**config.mk**
```make
export PLATFORM = sky130hd
export DESIGN_NAME = pipelined_addsub
export DESIGN_NICKNAME = d
export VERILOG_FILES = /design/src/rtl/pipelined_addsub.sv
export SDC_FILE = /design/constraint.sdc
export NUM_CORES = 1
export LEC_CHECK = 0
export ABC_AREA = 1
export ABC_CLOCK_PERIOD_IN_PS = 2800
export CAP_MARGIN = 15
export CORE_MARGIN = 4
export CORE_UTILIZATION = 35
export CTS_CLUSTER_DIAMETER = 120
export CTS_CLUSTER_SIZE = 30
export DETAILED_ROUTE_END_ITERATION = 10
export GPL_ROUTABILITY_DRIVEN = 0
export PLACE_DENSITY_LB_ADDON = 0.3
export SYNTH_ARGS = -nofsm -noshare
export SYNTH_HDL_FRONTEND = slang
export SYNTH_SLANG_ARGS = --single-unit
```
**constraint.sdc**
```tcl
create_clock -name clk -period 2.8 [get_ports clk]
set_clock_uncertainty 0.1 [all_clocks]
set_input_delay 0.56 -clock clk [delete_from_list [all_inputs] [get_ports clk]]
set_output_delay 0.56 -clock clk [all_outputs]
set_load 0.01 [all_outputs]
```
**src/rtl/pipelined_addsub.sv**
```systemverilog
// Pipelined ripple-carry adder/subtractor with valid/ready stream interface.
// Slice k adds operand bits [k*CW +: CW]; unprocessed upper operand bits and
// finished lower sum bits travel with the data so the result leaves aligned.
module pipelined_addsub #(
  parameter int WIDTH  = 16,
  parameter int STAGES = 4
) (
  input  logic             clk,
  input  logic             rst_n,
  input  logic             in_valid,
  output logic             in_ready,
  input  logic [WIDTH-1:0] x,
  input  logic [WIDTH-1:0] y,
  input  logic             c_in,
  input  logic             sub,
  output logic             out_valid,
  input  logic             out_ready,
  output logic [WIDTH-1:0] sum,
  output logic             c_out,
  output logic             ovf
);

  localparam int CW = WIDTH / ((STAGES < 1) ? 1 : STAGES);

  if (WIDTH < 1 || STAGES < 1 || STAGES > WIDTH || (WIDTH % STAGES) != 0) begin : g_param_check
    $error("pipelined_addsub: illegal WIDTH/STAGES combination");
  end

  logic advance;

  // Skew registers shrink by CW per slice and deskew registers grow by CW,
  // so every slice only carries the bits it still needs.
  for (genvar k = 0; k < STAGES; k++) begin : g_slice
    localparam int IW = WIDTH - k * CW;

    logic [IW-1:0]         xi;
    logic [IW-1:0]         ybi;
    logic                  vi;
    logic                  ci;
    logic [CW:0]           part;
    logic [(k+1)*CW-1:0]   s_new;
    logic                  v_q, v_d;
    logic                  c_q, c_d;
    logic [(k+1)*CW-1:0]   s_q, s_d;

    if (k == 0) begin : g_in
      assign vi    = in_valid;
      assign xi    = x;
      assign ybi   = sub ? ~y : y;
      assign ci    = c_in ^ sub;
      assign s_new = part[CW-1:0];
    end else begin : g_in
      assign vi    = g_slice[k-1].v_q;
      assign xi    = g_slice[k-1].g_fwd.xr_q;
      assign ybi   = g_slice[k-1].g_fwd.ybr_q;
      assign ci    = g_slice[k-1].c_q;
      assign s_new = {part[CW-1:0], g_slice[k-1].s_q};
    end

    assign part = {1'b0, xi[CW-1:0]} + {1'b0, ybi[CW-1:0]} + {{CW{1'b0}}, ci};

    // Slice result and valid load on advance, hold otherwise.
    always_comb begin
      v_d = v_q;
      c_d = c_q;
      s_d = s_q;
      if (advance) begin
        v_d = vi;
        c_d = part[CW];
        s_d = s_new;
      end
    end

    // Slice state register.
    always_ff @(posedge clk or negedge rst_n) begin
      if (!rst_n) begin
        v_q <= 1'b0;
        c_q <= 1'b0;
        s_q <= '0;
      end else begin
        v_q <= v_d;
        c_q <= c_d;
        s_q <= s_d;
      end
    end

    if (k < STAGES - 1) begin : g_fwd
      localparam int RW = IW - CW;
      logic [RW-1:0] xr_q, xr_d;
      logic [RW-1:0] ybr_q, ybr_d;

      // Forward the not-yet-added operand bits.
      always_comb begin
        xr_d  = xr_q;
        ybr_d = ybr_q;
        if (advance) begin
          xr_d  = xi[IW-1:CW];
          ybr_d = ybi[IW-1:CW];
        end
      end

      // Operand skew register.
      always_ff @(posedge clk or negedge rst_n) begin
        if (!rst_n) begin
          xr_q  <= '0;
          ybr_q <= '0;
        end else begin
          xr_q  <= xr_d;
          ybr_q <= ybr_d;
        end
      end
    end else begin : g_last
      logic ovf_q, ovf_d;

      // Overflow is resolved in the slice that produces the MSB.
      always_comb begin
        ovf_d = ovf_q;
        if (advance) begin
          ovf_d = (xi[IW-1] == ybi[IW-1]) && (part[CW-1] != xi[IW-1]);
        end
      end

      // Overflow flag register.
      always_ff @(posedge clk or negedge rst_n) begin
        if (!rst_n) begin
          ovf_q <= 1'b0;
        end else begin
          ovf_q <= ovf_d;
        end
      end
    end
  end

  assign out_valid = g_slice[STAGES-1].v_q;
  assign sum       = g_slice[STAGES-1].s_q;
  assign c_out     = g_slice[STAGES-1].c_q;
  assign ovf       = g_slice[STAGES-1].g_last.ovf_q;
  assign advance   = !out_valid || out_ready;
  assign in_ready  = advance;

endmodule
```
Yosys cells after proc, flatten, opt, wreduce, memory -nomap -nowiden

Cells that the tools add are included.

$add $sub $neg: 8
Equality and inequality tests: 2
Multiplexer cells: 1
Bitwise logic cells: 2
Reductions and logical operators: 3

Operators by type and width:

| cell                                   | number |
|---|---|
| 4-bit by 4-bit adder with 5-bit output | 4 |
| 5-bit by 1-bit adder with 5-bit output | 4 |
| 16-bit 2-to-1 mux                      | 1 |
| 16-bit inverter                        | 1 |
| 1-bit == test                          | 1 |
| 1-bit logical AND                      | 1 |
| 1-bit zero test                        | 1 |
| 1-bit logical OR                       | 1 |
| 1-bit inequality test                  | 1 |
| 1-bit bitwise XOR                      | 1 |

Flip-flop bits (word level): 97
Logic and storage cells: 35

Logic depth before layout (Yosys ltp)

Gate-level depths: netlist of run 1.

Depth after elaboration: 4
Mapped depth: 9
Gate-level depth less buffers: 8

Least setup slack after synthesis of run 1

Ideal clock, no wire load.

Kind: input to register
Start: in sub
End: reg g_slice[0].c_q
Setup time: 0.126 ns
Arrival: 2.144 ns
Path slack: 0.431 ns
Stages on the path: 9
Cell sequence: buf_4 > buf_6 > xor2_1 > fa_1 > fa_1 > nand2_1 > inv_1 > o21ai_0 > a21oi_1

Longest elaborated chain between the ends: 3
Elaborated cells between the ends (all ways): 4
Those cells by class: add/sub: 2; mux: 1; bitwise: 1

Ends and longest elaborated chain:

| element                                  | RTL line | source |
|---|---|---|
| from (decl)                              | 15       | `input logic sub,` |
| 16-bit 2-to-1 mux                        | 49       | `assign ybi = sub ? ~y : y;` |
| 4-bit by 4-bit adder with 5-bit output   | 60       | `assign part = {1'b0, xi[CW-1:0]} + {1'b0, ybi[CW-1:0]} + {{CW{1'b0}}, ci};` |
| 5-bit by 1-bit adder with 5-bit output * | 60       |  |
| to (signal assigned)                     | 78       | `c_q <= 1'b0;` |
| to (signal assigned)                     | 82       | `c_q <= c_d;` |
| to (decl)                                | 43       | `logic c_q, c_d;` |

Every way passes the cells marked *; elsewhere a longest branch is shown, timed or not.
A chain may end at the register's enable or synchronous reset.

Worst setup path in the final report of run 1

Start: in sub
End: reg g_slice[0].s_q[2]

Longest elaborated chain between the ends: 3
Elaborated cells between the ends (all ways): 4
Those cells by class: add/sub: 2; mux: 1; bitwise: 1

Ends and longest elaborated chain:

| element                                  | RTL line | source |
|---|---|---|
| 16-bit 2-to-1 mux                        | 49       |  |
| 4-bit by 4-bit adder with 5-bit output   | 60       |  |
| 5-bit by 1-bit adder with 5-bit output * | 60       |  |
| to (signal assigned)                     | 79       | `s_q <= '0;` |
| to (signal assigned)                     | 83       | `s_q <= s_d;` |
| to (decl)                                | 44       | `logic [(k+1)*CW-1:0] s_q, s_d;` |

Marked as above.

==> impl_metrics.yaml, run 1 <==
sta:
  finalSetupViolations: 0
  drv_slew: 0
  grt_setup_unrepaired: "no"
  tightest_slew_ps: 794.4
  layout_min_cycle_time_ps: 2477
  slew_headroom_pct: 47.04
  timing.fmax_mhz: 403.7
  hold_ws_ps: 137.8
  final-hold-violation-count: 0
  fin_setup_tns_ps: 0
  period_share_pct: 88.46
pwr:
  power_frac_seq_pct: 41.8
  irDropWorstVdd_mv: 0.3908
  pwr-share-comb_pct: 35.1
  finalPower_w: 0.005642
  clkPwrFrac_pct: 23.1
  p_leak_nw: 2.607
  intPower_w: 0.003709
  power_density_nw_per_um2: 1053
  p_sw_w: 0.001933
  power_switching_share_pct: 34.27
worst_setup_path:
  crit_required_ps: 2930
  cp_slowest_stage_delay_ps: 550
  critPathKind: "input pin to flop"
  arrival_ps: 2610
  cp_common_cell: "fa_1"
  cp_max_fo: 3
  path_cells: "clkdlybuf4s50_1 > xor2_1 > fa_1 > fa_1 > nand2_1 > inv_1 > o31ai_1"
  endpoint_kind: "flop"
  cpMaxStageDelayCell: "clkdlybuf4s50_1"
  start_kind: "input pin"
routing:
  drt_first_iter_violations: 139
  wl_um: 8219
  vias_per_cell: 4.348
  ant_nets: 0
  num_vias: 3039
  dr.pass1.iters: 4
  wl_per_cell_um: 11.76
  drcViolationCount: 0
status:
  status: "complete, no violations"
cts:
  cts_root_buf: "clkbuf_16"
  cts.sinks: 97
  h-tree-depth: 3
  cts_hold_buffers: 0
  cts_resized: 0
  clock_latency_ps: 340
  cts.clk_slew.worst_paths_ps: 60
  cts_buffers: 9
  cts_tree: "done"
  post_cts_buffers: 0
  cts_buffer_depth: 2
die:
  core_um2: 12110
  start_util_pct: 35.92
  ios: 58
  fp.dieH_um: 119.5
  rows: 40
  die_x_um: 119.5
  floorplan.die_area_um2: 14280
global_route:
  grt_max_degree: 110
  grt-ovfl-total: 0
  grt_usage_pct: 12.49
  antenna_found_initial: 0
  grt_pass1_wl_um: 14550
  grt_pass1_vias: 3099
finish:
  nFillCells: 1170
  synthToLayoutAreaGrowth_pct: 23.12
  design_area_um2: 5356
  drive_gt1_share_pct: 4.520
  diodes: 0
  final_nets: 585
yosys:
  yosysMostFrequentCell: "nand2_1"
  synthFlopType: "dfrtp_1"
  yosysTopAreaCellShare_pct: 55.80
  synth_seq_cells: 97
  synthTopCellsByArea: "dfrtp_1 56%, nand2_1 17%, o21ai_0 4.4%"
  synth_edf_count: 0
  yosys.area.top_type: "dfrtp_1"
  syn_area_um2: 4350
  synth-async-reset-ratio_pct: 100.0
  avgSynthCellArea_um2: 9.101
  syn_nets: 536
  synth_common_cells: "202 x nand2_1, 97 x dfrtp_1, 38 x o21ai_0"
  yosysSeqAreaShare_pct: 55.80
  postSynthCellCount: 478
  synth.distinct_cells: 21
  ys_warn_count: 0
job:
  cap_violations: 0
place:
  dp_hpwl_um: 5461
  numPortBuffers: 57
  postPlaceCellArea_um2: 5037
min_path:
  hold_path.class: "input pin to asynchronous set/reset pin"
[sequential cells by signal, summed over array words and instances, names as in the netlist]
signal               cells
g_slice.s_q             24
ovf                      1
g_slice.g_fwd.xr_q      24
c_out                    1
sum                     16
g_slice.c_q              3
g_slice.g_fwd.ybr_q     24
out_valid                1
g_slice.v_q              3
[metal layers]
layer	global-route usage (%)	routed length [µm]	vias up
li1	-	-	1585
met5	0	0	-
met3	3.063	283	13
met2	19.53	3741	52
met1	16.52	4013	1389
met4	5.512	181	0
[kinds of logic (layout without fill, tap and decap cells)]
kind of cell / after synthesis / count (layout) / share of synthesized area [%]
buf+inv: 54 / 107 / 6.155
flops: 97 / 97 / 55.80
simple gates: 236 / 236 / 20.94
compound gates: 54 / 54 / 6.557
fa+ha+maj: 20 / 20 / 7.132
xor+xnor: 17 / 17 / 3.422
[per-stage QoR]
step | util, % | worst slack, ps | std cells
5_1_grt | 44.23 | 233.5 | 699
6_report | 44.23 | 323.1 | 699
3_3_place_gp | 41.59 | 36.37 | 684
4_1_cts | 44.23 | 303.8 | 699
2_1_floorplan | - | 430.6 | 478
3_5_place_dp | 41.59 | -59.10 | 684
[power groups by stage]
stage / Sequential [W] / Clock, W / Combinational [W]
4_1_cts: 0.00237 / 0.00134 / 0.00202
6_report: 0.00236 / 0.00131 / 0.00198
5_1_grt: 0.00244 / 0.00140 / 0.00236
3_5_place_dp: 0.00239 / 0 / 0.00201
2_1_floorplan: 0.00238 / 0 / 0.00134
3_3_place_gp: 0.00238 / 0 / 0.00196
[placed cells by master (no fill, tap or decap), drive strengths merged]
cell,instances
nand2,202
dfrtp,97
clkdlybuf4s50,56
o21ai,42
inv,31
nor2,17
nand3,16
xnor2,12
ha,12
clkbuf,10
a21oi,8
fa,8
xor2,5
buf,5
o31ai,3
clkinvlp,2
bufinv,2
o22ai,1
or2,1
clkinv,1
[worst max-delay path: cells and delay by family]
| kind | cells | cell delay, ps |
|---|---|---|
| xor gates and xnor gates | 1 | 230 |
| and+or+nand+nor | 1 | 100 |
| buffers and inverters | 2 | 600 |
| AOI/OAI and AO/OA | 1 | 240 |
| adders and majority gates | 2 | 870 |
[worst paths after layout]
| check | startpoint | endpoint | slack, ps | cells past startpoint |
|---|---|---|---|---|
| setup / recovery | sub | g_slice[0].s_q[2] | 320 | 7 |
| setup reg to reg | g_slice[2].c_q | c_out | 930 | 6 |
| min in group clk | g_slice[2].v_q | out_valid | 360 | 2 |
| max in group asynchronous | rst_n | g_slice[0].g_fwd.xr_q[0] | 1800 | 2 |
| hold reg to reg | g_slice[2].v_q | out_valid | 360 | 2 |
| hold / removal | rst_n | ovf | 140 | 1 |
[layout make-up]
cell class / instances / area (µm²) / area share [%]
flip-flops and latches: 97 / 2427 / 45.32
multi-input cells: 327 / 1660 / 31.00
repair buffers: 61 / 623.1 / 11.63
clock buffers: 10 / 239.0 / 4.462
well taps: 168 / 210.2 / 3.924
inverters: 31 / 116.4 / 2.172
clock inverters: 5 / 80.08 / 1.495
Power figures use the tool's default switching activity.
==> run 2: changes to the inputs <==
--- a/config.mk
+++ b/config.mk
@@ -6,10 +6,10 @@
 export NUM_CORES = 1
 export LEC_CHECK = 0
 export ABC_AREA = 1
-export ABC_CLOCK_PERIOD_IN_PS = 2800
+export ABC_CLOCK_PERIOD_IN_PS = 2100
 export CAP_MARGIN = 15
 export CORE_MARGIN = 4
-export CORE_UTILIZATION = 35
+export CORE_UTILIZATION = 49
 export CTS_CLUSTER_DIAMETER = 120
 export CTS_CLUSTER_SIZE = 30
 export DETAILED_ROUTE_END_ITERATION = 10
==> constraint.sdc (replaced) <==
create_clock -name clk -period 2.1 [get_ports clk]
set_clock_uncertainty 0.1 [all_clocks]
set_input_delay 0.42 -clock clk [delete_from_list [all_inputs] [get_ports clk]]
set_output_delay 0.42 -clock clk [all_outputs]
set_load 0.01 [all_outputs]
==> run 2 against run 1 <==
  * Count of clock-buffer cells in the layout unchanged
  * Die area decreased by 27%
  * Wire length decreased by 1.1%
  * Utilization increased by 16 points
  * Via count increased by 2.3%
  * Critical path depth increased by 1
  * Combinational power increased by 36%
  * Cell count decreased by 7.9%
  * Setup slack got worse by 200 ps
  * Clock power about the same
  * Hold slack improved by 230 ps
  * Non-clock buffer count increased by 4
==> impl_metrics.yaml, run 2 (same netlist as run 1, synthesis figures left out) <==
sta:
  fin_setup_tns_ps: 0
  tightest_slew_ps: 376.9
  layout_min_cycle_time_ps: 1978
  period_share_pct: 94.20
  slew_headroom_pct: 74.87
  final-hold-violation-count: 0
  finalSetupViolations: 0
  grt_setup_unrepaired: "no"
  fin_ws_ps: 121.8
  drv_slew: 0
  timing.fmax_mhz: 505.5
routing:
  vias_per_cell: 4.826
  wl_per_cell_um: 12.63
  num_vias: 3108
  dr.pass1.iters: 4
  wl_um: 8132
  drcViolationCount: 0
  drt_first_iter_violations: 129
  ant_nets: 0
pwr:
  power_density_nw_per_um2: 1366
  finalPower_w: 0.007168
  irDropWorstVdd_mv: 0.5145
  p_leak_nw: 2.607
die:
  fp.dieH_um: 102.2
  floorplan.die_area_um2: 10450
  start_util_pct: 50.13
  core_um2: 8678
  die_x_um: 102.2
  rows: 34
  ios: 58
cts:
  cts_tree: "done"
  cts.clk_slew.worst_paths_ps: 100
  h-tree-depth: 3
  cts_buffers: 9
  cts.sinks: 97
  cts_buffer_depth: 2
  clock_latency_ps: 360
  cts_root_buf: "clkbuf_8"
worst_setup_path:
  crit_required_ps: 2240
  arrival_ps: 2120
  endpoint_kind: "flop"
  path_cells: "clkdlybuf4s50_1 > xor2_1 > fa_2 > fa_2 > nand2_1 > inv_1 > o21ai_1 > a21oi_1"
  r2r_slack_ps: 240
  worst-path-buf-inv: 2
  start_kind: "input pin"
  cp_slowest_stage_delay_ps: 410
  cp_max_fo: 2
  critPathKind: "input pin to flop"
  reg2regPathDepth: 6
  critPathTopFamily: "adder cells"
  crit_cells: 8
  cpMaxStageDelayCell: "clkdlybuf4s50_1"
  cp_common_cell: "fa_2"
finish:
  drive_gt1_share_pct: 5.784
  layout_common_cells: "202 x nand2_1, 97 x dfrtp_1, 53 x clkdlybuf4s50_1"
  largestRegisters: "g_slice.g_fwd.xr_q x24, g_slice.g_fwd.ybr_q x24, g_slice.s_q x24"
  diodes: 0
  final_common_cell: "nand2_1"
  instances_no_fill: 644
  synthToLayoutAreaGrowth_pct: 20.62
  final_nets: 589
global_route:
  grt_pass1_vias: 3046
  antenna_found_initial: 0
  grt_usage_pct: 16.89
  grt_max_degree: 83
  grt-ovfl-total: 0
  grt_pass1_wl_um: 13950
job:
  cap_violations: 0
place:
  numPortBuffers: 57
  dp_slack_ps: -510.3
  dp_hpwl_um: 5655
  place_inst: 627
min_path:
  hold_depth: 2
  hold_path.class: "flop to flop"
status:
  status: "complete, no violations"
==> run 2: cell types whose count changed in the layout (fill, tap and decap cells not counted), sizes merged <==
cell,previous run,this run
buf,5,8
clkdlybuf4s50,56,53
clkinv,1,3
clkinvlp,2,0
dlygate4sd2,0,1
dlygate4sd3,0,1
dlymetal6s2s,0,2
inv,31,32
==> run 2: what timing repair did <==
item	CTS	global route
setup buffers	0	0
pin swaps	0	1
setup endpoints to repair	4	3
gates resized for setup	1	3
hold buffers	1	0
endpoints found under the hold margin	27	0
==> run 2: metrics by stage <==
stage	hold WS [ps]	area (µm²)	util [%]
global route	395.4	5248	60.47
finish	365.0	5248	60.47
floorplan	24.41	4370	-
CTS	373.5	5238	60.35
detailed placement	271.7	5010	57.73
global placement	266.3	5010	57.73
==> run 2: worst paths after layout <==
| kind | end | startpoint |
|---|---|---|
| setup reg to reg | c_out | g_slice[2].c_q |
| min in group asynchronous | g_slice[0].g_fwd.xr_q[9] | rst_n |
| setup / recovery | g_slice[0].c_q | c_in |
| hold reg to reg | out_valid | g_slice[2].v_q |
| hold / removal | out_valid | g_slice[2].v_q |
| max in group asynchronous | g_slice[0].c_q | rst_n |
==> run 2: tightest hold or removal path: cells and delay by family, from the launching register on <==
| family | cells | cell delay [ps] |
|---|---|---|
| and+or+nand+nor | 1 | 60 |
| buffers and inverters | 1 | 50 |
| DFF | 1 | 340 |
==> run 2: routing by layer <==
| layer | vias up | GRT usage, % | wire [µm] |
|---|---|---|---|
| li1 | 1596 | - | - |
| met1 | 1445 | 22.39 | 3757 |
| met2 | 51 | 28.49 | 3897 |
| met3 | 16 | 2.730 | 300 |
| met4 | 0 | 5.651 | 176 |
| met5 | - | 0 | 0 |
==> run 2: cell type report <==
type | count | area [µm²]
tap | 108 | 135.1
clock buffer | 10 | 127.6
timing repair buffer | 65 | 671.9
fill | 790 | 3431
inverter | 31 | 116.4
sequential | 97 | 2427
multi-input combinational | 327 | 1678
clock inverter | 6 | 91.34
==> run 2: power by group <==
part	switching, W	leakage (nW)	internal, W
Sequential	0.000450	1.17	0.00269
Clock	0.000644	0.111	0.000678
Combinational	0.00149	1.32	0.00121
Total	0.00258	2.61	0.00458
==> run 3: changes to the inputs <==
--- a/config.mk
+++ b/config.mk
@@ -6,10 +6,10 @@
 export NUM_CORES = 1
 export LEC_CHECK = 0
 export ABC_AREA = 1
-export ABC_CLOCK_PERIOD_IN_PS = 2100
+export ABC_CLOCK_PERIOD_IN_PS = 1850
 export CAP_MARGIN = 15
 export CORE_MARGIN = 4
-export CORE_UTILIZATION = 49
+export CORE_UTILIZATION = 55
 export CTS_CLUSTER_DIAMETER = 120
 export CTS_CLUSTER_SIZE = 30
 export DETAILED_ROUTE_END_ITERATION = 10
==> constraint.sdc (replaced) <==
create_clock -name clk -period 1.85 [get_ports clk]
set_clock_uncertainty 0.1 [all_clocks]
set_input_delay 0.37 -clock clk [delete_from_list [all_inputs] [get_ports clk]]
set_output_delay 0.37 -clock clk [all_outputs]
set_load 0.01 [all_outputs]
==> run 3 against run 2 <==
  * Total power increased by 13%
  * Highest routed layer unchanged
  * Utilization grew 7.5 points
  * Wire length down 2.4%
  * Design area is 0.12% higher
  * Clock power up 6%
  * Non-clock buffer count up 1
==> impl_metrics.yaml, run 3 (same netlist as run 1, synthesis figures left out) <==
pwr:
  p_sw_w: 0.002939
  power_density_nw_per_um2: 1543
  pwr-share-comb_pct: 38.5
  p_leak_nw: 2.599
  power_switching_share_pct: 36.26
  irDropWorstVdd_mv: 0.6273
  clkPwrFrac_pct: 17.3
  power_frac_seq_pct: 44.2
  intPower_w: 0.005167
finish:
  design_area_um2: 5254
  utilization_pct: 67.99
  drive_gt1_share_pct: 7.076
  layout_common_cells: "202 x nand2_1, 97 x dfrtp_1, 52 x clkdlybuf4s50_1"
  diodes: 0
  synthToLayoutAreaGrowth_pct: 20.77
  instances_no_fill: 639
  final_nets: 590
  largestRegisters: "g_slice.g_fwd.xr_q x24, g_slice.g_fwd.ybr_q x24, g_slice.s_q x24"
  final_common_cell: "nand2_1"
routing:
  drt_first_iter_violations: 160
  wl_per_cell_um: 12.42
  ant_nets: 0
  wl_um: 7939
  dr.pass1.iters: 4
  drcViolationCount: 0
  vias_per_cell: 4.903
  num_vias: 3133
place:
  place_inst: 622
  postPlaceCellArea_um2: 5010
  numPortBuffers: 57
  dp_hpwl_um: 5253
cts:
  h-tree-depth: 3
  cts_buffers: 9
  cts_root_buf: "clkbuf_8"
  post_cts_buffers: 0
  cts_buffer_depth: 2
  clock_latency_ps: 360
  cts.clk_slew.worst_paths_ps: 90
  cts_tree: "done"
  cts.sinks: 97
min_path:
  hold_path.class: "flop to flop"
die:
  rows: 32
  start_util_pct: 56.30
  die_x_um: 96.94
  floorplan.die_area_um2: 9396
  fp.dieH_um: 96.94
  ios: 58
  core_um2: 7727
worst_setup_path:
  cp_common_cell: "fa_2"
  path_cells: "dlygate4sd2_1 > xor2_2 > fa_2 > fa_2 > nand2_1 > inv_1 > o21ai_1 > a21oi_1"
  cp_slowest_stage_delay_ps: 410
  cp_max_fo: 2
  critPathKind: "input pin to flop"
  endpoint_kind: "flop"
  crit_required_ps: 2000
  arrival_ps: 1930
  start_kind: "input pin"
  cpMaxStageDelayCell: "fa_2"
  r2r_slack_ps: 90
sta:
  layout_min_cycle_time_ps: 1779
  period_share_pct: 96.16
  slew_headroom_pct: 66.03
  finalSetupViolations: 0
  final-hold-violation-count: 0
  tightest_slew_ps: 509.5
  drv_slew: 0
  grt_setup_unrepaired: "no"
  timing.fmax_mhz: 562.1
global_route:
  grt_pass1_vias: 3056
  antenna_found_initial: 0
  grt_pass1_wl_um: 13790
  grt-ovfl-total: 0
  grt_usage_pct: 17.95
  grt_max_degree: 98
status:
  status: "complete, no violations"
job:
  cap_violations: 0
## run 3: cell count changes in the layout (fill, tap and decap cells not counted), moves of 2 or more
cell	change
xor2_1	-2
xor2_2	+2
clkbuf_8	+2
fa_1	-4
fa_2	+4
## run 3: through the flow
| step | setup WS [ps] | total power (W) | hold WS [ps] | TNS [ps] |
|---|---|---|---|---|
| 3_3_place_gp | -630.2 | 0.006553 | 333.7 | -2618 |
| 2_1_floorplan | -205.3 | 0.005637 | -25.59 | -520.2 |
| 4_1_cts | 23.70 | 0.008153 | 365.5 | 0 |
| 6_report | 70.98 | 0.008105 | 358.0 | 0 |
| 5_1_grt | 22.64 | 0.008827 | 394.2 | 0 |
| 3_5_place_dp | -655.0 | 0.006691 | 341.1 | -2887 |
## run 3: worst paths after layout
kind                                      from                         to  cells after the start
worst max-delay path                      y[0]             g_slice[0].c_q                      8
worst min-delay path            g_slice[2].v_q                  out_valid                      2
worst max register to register  g_slice[1].c_q             g_slice[2].c_q                      6
worst min register to register  g_slice[2].v_q                  out_valid                      2
max in group asynchronous                rst_n  g_slice[1].g_fwd.ybr_q[2]                      3
min in group asynchronous                rst_n                        ovf                      3
## run 3: critical path, delay by kind of cell
| family | cells | cell delay [ps] |
|---|---|---|
| simple gates | 1 | 70 |
| xor+xnor | 1 | 190 |
| buf+inv | 2 | 310 |
| compound gates | 2 | 180 |
| fa+ha+maj | 2 | 810 |
## run 3: layer usage
layer / wire length, µm / track usage, % / share of wire [%] / vias up
met5: 0 / 0 / 0 / -
met4: 207 / 7.019 / 2.6 / 0
met3: 324 / 3.677 / 4.1 / 16
met2: 3830 / 29.25 / 48 / 63
met1: 3575 / 23.72 / 45 / 1467
li1: - / - / - / 1587
## run 3: final cells by class
| type | count | area (µm²) |
|---|---|---|
| fill | 595 | 2474 |
| multi-input combinational | 327 | 1698 |
| timing repair buffer | 66 | 678.2 |
| tap | 102 | 127.6 |
| inverter | 31 | 116.4 |
| sequential | 97 | 2427 |
| clock buffer | 12 | 155.1 |
| clock inverter | 4 | 51.30 |
## run 3: repair_timing
item                                    CTS  global route
pin swaps                                 2             2
resized for setup                         6             9
hold buffers                              1             0
endpoints found under the setup margin    7             7
endpoints found under the hold margin    97             0
## run 3: power groups by stage
stage,Combinational [W],Clock (W),Sequential (W)
floorplan,0.00203,0,0.00360
global placement,0.00297,0,0.00359
detailed placement,0.00307,0,0.00362
CTS,0.00314,0.00143,0.00359
global route,0.00360,0.00151,0.00371
finish,0.00312,0.00140,0.00359
